## src/rtl/dynamic_adder_pkg.sv

```systemverilog
// Shared types for the dynamic ripple-carry adder: FSM state encoding and
// the width helper for the settle-cycle counter.
package dynamic_adder_pkg;

  typedef enum logic [1:0] {
    IDLE = 2'd0,
    EVAL = 2'd1,
    DONE = 2'd2
  } state_t;

  // Worst-case count is ceil(n/k)+1; n/k+3 leaves headroom for the rounding.
  function automatic int cycle_width(input int n, input int k);
    return $clog2(n / k + 3);
  endfunction

endpackage

```

## src/rtl/dynamic_rca_carry_step.sv

```systemverilog
// K chained ripple iterations of the carry vector in one clock; bit 0 is
// always re-pinned to the latched carry-in.
module carry_step #(
  parameter int N = 8,
  parameter int K = 1
) (
  input  logic [N-1:0] p,
  input  logic [N-1:0] g,
  input  logic [N:0]   c,
  input  logic         cin,
  output logic [N:0]   c_new
);

  logic [N:0] c_iter;

  always_comb begin
    c_iter = c;
    for (int k = 0; k < K; k++) begin
      c_iter = {g | (p & c_iter[N-1:0]), cin};
    end
    c_new = c_iter;
  end

endmodule

```

## src/rtl/dynamic_rca.sv

```systemverilog
// Self-timed ripple-carry adder: carries ripple K stages per enabled cycle
// until the carry vector stops changing, then the sum is registered.
module dynamic_rca
  import dynamic_adder_pkg::*;
#(
  parameter int N  = 8,
  parameter int K  = 1,
  parameter int CW = cycle_width(N, K)
) (
  input  logic          clk,
  input  logic          rst,
  input  logic          enable,
  input  logic          in_valid,
  output logic          in_ready,
  input  logic [N-1:0]  A,
  input  logic [N-1:0]  B,
  input  logic          Cin,
  output logic          out_valid,
  input  logic          out_ready,
  output logic [N-1:0]  S,
  output logic [N-1:0]  P,
  output logic          Cout,
  output logic [CW-1:0] cycles
);

  state_t        state, state_nxt;
  logic [N-1:0]  p_q, g_q;
  logic          cin_q;
  logic [N:0]    c_q, c_new;
  logic [CW-1:0] cnt;
  logic          settled;

  carry_step #(.N(N), .K(K)) u_carry_step (
    .p     (p_q),
    .g     (g_q),
    .c     (c_q),
    .cin   (cin_q),
    .c_new (c_new)
  );

  assign settled   = (c_new == c_q);
  assign in_ready  = (state == IDLE);
  assign out_valid = (state == DONE);

  always_comb begin
    state_nxt = state;
    case (state)
      IDLE:    if (in_valid) state_nxt = EVAL;
      EVAL:    if (enable && settled) state_nxt = DONE;
      DONE:    if (out_ready) state_nxt = IDLE;
      default: state_nxt = IDLE;
    endcase
  end

  always_ff @(posedge clk) begin
    if (rst) begin
      state  <= IDLE;
      p_q    <= '0;
      g_q    <= '0;
      cin_q  <= 1'b0;
      c_q    <= '0;
      cnt    <= '0;
      S      <= '0;
      P      <= '0;
      Cout   <= 1'b0;
      cycles <= '0;
    end else begin
      state <= state_nxt;
      case (state)
        IDLE: begin
          if (in_valid) begin
            p_q   <= A ^ B;
            g_q   <= A & B;
            cin_q <= Cin;
            // Generates are pre-seeded so the first iteration only has to ripple.
            c_q   <= {A & B, Cin};
            cnt   <= '0;
          end
        end
        EVAL: begin
          if (enable) begin
            cnt <= cnt + 1'b1;
            if (settled) begin
              S      <= p_q ^ c_q[N-1:0];
              P      <= p_q;
              Cout   <= c_q[N];
              cycles <= cnt + 1'b1;
            end else begin
              c_q <= c_new;
            end
          end
        end
        default: ;
      endcase
    end
  end

endmodule

```

## config.mk

```make
export PLATFORM = sky130hd
export DESIGN_NAME = dynamic_rca
export DESIGN_NICKNAME = d
export VERILOG_FILES = /design/src/rtl/dynamic_adder_pkg.sv /design/src/rtl/dynamic_rca_carry_step.sv /design/src/rtl/dynamic_rca.sv
export SDC_FILE = /design/constraint.sdc
export NUM_CORES = 1
export LEC_CHECK = 0
export ABC_AREA = 1
export CAP_MARGIN = 15
export CORE_ASPECT_RATIO = 1.2
export CORE_MARGIN = 10
export CORE_UTILIZATION = 57
export CTS_CLUSTER_DIAMETER = 30
export DETAILED_ROUTE_END_ITERATION = 12
export GPL_TIMING_DRIVEN = 1
export HOLD_SLACK_MARGIN = 0.05
export PLACE_DENSITY = 0.9
export SYNTH_ARGS = -nofsm -noshare
export SYNTH_HDL_FRONTEND = slang
export SYNTH_HIERARCHICAL = 1
export SYNTH_SLANG_ARGS = --single-unit
```

## constraint.sdc

```tcl
create_clock -name clk -period 3.5 [get_ports clk]
set_input_delay 0.35 -clock clk [delete_from_list [all_inputs] [get_ports clk]]
set_output_delay 0.35 -clock clk [all_outputs]
set_load 0.03 [all_outputs]
```

==> impl_metrics.csv <==
group,metric,value,unit
global_routing,grtUsageTotal,15.2,%
synth,syn_nets,424,
drt,m1WireLength,2450,µm
worst_hold_path,hold_path_end,"g_q[6]",
worst_setup_path,reg2regPathDepth,13,
clocking,clk_pin_slew,0.10,ns
drt,post_drt_via_cell_ratio,4.96,
global_routing,overflow,0,
worst_hold_path,hold_depth,2,
finish,multi_input_area,1310,µm²
synth,synth_area_leader_cell,"dfxtp_1",
global_routing,grt_antenna_before_repair,0,
worst_setup_path,start_kind,"register",
pwr,peakVddDrop,0.255,mV
synth,ys_ff_latch,53,
finish,diodes,0,
finish,seq_area,1060,µm²
clocking,clk_latency,0.31,ns
drt,dr_wl_met2,3160,µm
worst_setup_path,critPathRequiredTime,3.72,ns
floorplan,core_region_area,4630,µm²
floorplan,top_level_ports,45,
finish,fin_area,3220,µm²
synth,synth_cell_types,26,
finish,syn2layout_area_growth,18.2,%
clocking,clock_sinks,53,
timing,fin_crit_sh,63.2,%
clocking,cts_root_buffer,"clkbuf_8",
worst_setup_path,cp-end-kind,"register",
place,gp_congestion,0.879,
synth,syn-cell-area,2730,µm²
worst_hold_path,worstHoldPathType,"register to register",
timing,slew_viol_final,0,
floorplan,die_w,83.2,µm
drt,wl_met3,318,µm
timing,tightestPinTransition,0.509,ns
drt,wl_per_cell,12.4,µm
floorplan,start_util,59.0,%
drt,first_iter_violations,218,
worst_setup_path,r2r_start,"c_q[7]",
place,place_hpwl,4460,µm
synth,synth_edf_count,0,
synth,ys_top_cells_by_count,"nand2_1 (104), nor2_1 (62), inv_1 (57), dfxtp_1 (53), o21ai_0 (29)",
timing,slew_headroom,66.0,%
synth,netlist_instances,393,
clocking,tritoncts,"yes",
finish,layout.nets,460,
timing,rsz0062_at_grt,"no",
worst_setup_path,worstPathMaxFanout,32,
global_routing,grt_pass1_wl,10300,µm
clocking,numCtsBuffers,5,
worst_setup_path,r2r_end,"cycles[2]",
pwr,p_per_area,407,nW/µm²
worst_setup_path,path_class,"register to register",
timing,period_needed,2.21,ns
synth,avgSynthCellArea,6.94,µm²
synth,synth.area.top_cells,"dfxtp_1 (39%), nand2_1 (14%), nor2_1 (8.5%)",
flow_run,drv_cap,0,
timing,hold_viol_final,0,
pwr,leakage,1.48,nW
drt,wl,6040,µm
clocking,cts_max_level,2,
synth,netlist.area_leader.share,38.9,%
global_routing,grt_pass1_vias,2345,
finish,filler_cell_count,371,
worst_hold_path,worstHoldStart,"g_q[6]",
drt,drcViolationCount,0,
clocking,cts_resized,0,
synth,async_flop_share,0,%
drt,ant_nets,0,
floorplan,die_area,7970,µm²
timing,finalSetupTns,0,ns
floorplan,die_y,95.8,µm
synth,synth_most_common_cell,"nand2_1",
timing,setup_violations,0,
drt,vias,2419,
synth,dominantRegCellSynth,"dfxtp_1",
synth,ys_warn_count,6,
clocking,clockBufferDepth,2,
timing,fmax,452,MHz
synth,ys_seq_area_share,38.9,%
worst_setup_path,crit_arrival,2.43,ns
drt,drtPass1Iterations,5,
clocking,postCtsHoldBufs,0,
outcome,status,"finished, final reports clean",
timing,fin_skew,0.0140,ns
global_routing,grt_max_degree,42,
worst_setup_path,regToRegSetupSlack,1.29,ns
finish,drive_gt1_share,6.74,%
place,portBuffers,44,
floorplan,rows,27,
place,place_area,3130,µm²
clocking,postCtsSetupBuffers,0,
drt,dr.max_layer_used,"met4",
## cell usage in the layout (no fill, tap or decap)
cell type,n
nand4_1,3
nor2_8,1
a21oi_2,10
clkinv_1,1
clkdlybuf4s50_1,44
inv_1,57
clkinv_2,1
xnor2_1,10
xor2_1,1
buf_4,2
nor2_1,62
nor2_4,2
o21ai_0,29
nand3_1,10
nand2_1,104
dfxtp_1,53
nand2_4,2
ha_1,9
or2_0,1
nor2_2,1
clkbuf_8,6
a21oi_1,17
inv_2,2
clkinv_4,1
nand3_4,1
## kinds of logic (layout without fill, tap and decap cells)
kind of cell	count (synthesis)	after routing	share of synthesized area, %
AO/OA/AOI/OAI	56	56	11.6
XOR/XNOR	11	11	3.53
adder cells (fa/ha/maj)	9	9	4.13
buffers and inverters	77	114	13.0
flip-flops	53	53	38.9
AND/OR/NAND/NOR	187	187	28.8
## state kept, by name, indices dropped and copies added, names as in the netlist
register / count
Cout: 1
P: 8
S: 8
c_q: 9
cin_q: 1
cnt: 4
cycles: 4
g_q: 8
p_q: 8
state: 2
## stage by stage
step / instances / setup WS [ns] / total power, W / hold slack (ns) / util, %
floorplan: 393 / 1.92 / 0.000890 / 0.419 / -
finish: 488 / 1.29 / 0.00131 / 0.490 / 69.7
detailed placement: 480 / 1.16 / 0.000965 / 0.473 / 67.6
global route: 488 / 1.02 / 0.00138 / 0.525 / 69.7
CTS: 488 / 1.26 / 0.00132 / 0.488 / 69.7
global placement: 480 / 1.26 / 0.000955 / 0.464 / 67.6
## power by group
part | internal [W] | leakage [nW] | switching [W]
combinational | 0.000112 | 0.998 | 0.000170
sequential | 0.000640 | 0.433 | 0.0000332
clock | 0.000161 | 0.0512 | 0.000197
total | 0.000912 | 1.48 | 0.000400
## critical path, stage by stage (launching register included)
cell and delay, ns:
dfxtp_1 0.41, nand2_1 0.07, nand2_1 0.08, inv_1 0.05
nand2_1 0.05, nand2_1 0.05, nor2_1 0.11, nand2_1 0.10
nor2_4 0.15, nand3_4 0.31, inv_1 0.52, nand2_1 0.10
nand2_1 0.08, nor2_1 0.04
## worst max-delay path by stage
stage / startpoint / endpoint / slack (ns) / depth (start not counted)
final: c_q[7] / cycles[2] / 1.29 / 13
after global routing: c_q[7] / cycles[2] / 1.02 / 13
after CTS: c_q[7] / cycles[2] / 1.26 / 13
after detailed placement: in_valid / cnt[2] / 1.16 / 7
after global placement: enable / cycles[2] / 1.26 / 8
after floorplan: state[1] / p_q[7] / 1.92 / 6
## metal layers
| metal | up-vias | track usage (%) |
|---|---|---|
| li1 | 1262 | - |
| met1 | 1088 | 15.8 |
| met2 | 60 | 29.2 |
| met3 | 9 | 3.47 |
| met4 | 0 | 5.82 |
| met5 | - | 0 |
## layout make-up
type	instances	area share [%]
flip-flops and latches	53	32.9
repair buffers	46	14.1
clock inverters	2	0.427
clock buffers	6	2.56
inverters	60	6.98
well taps	58	2.25
multi-input cells	263	40.7
Power figures use the tool's default switching activity.
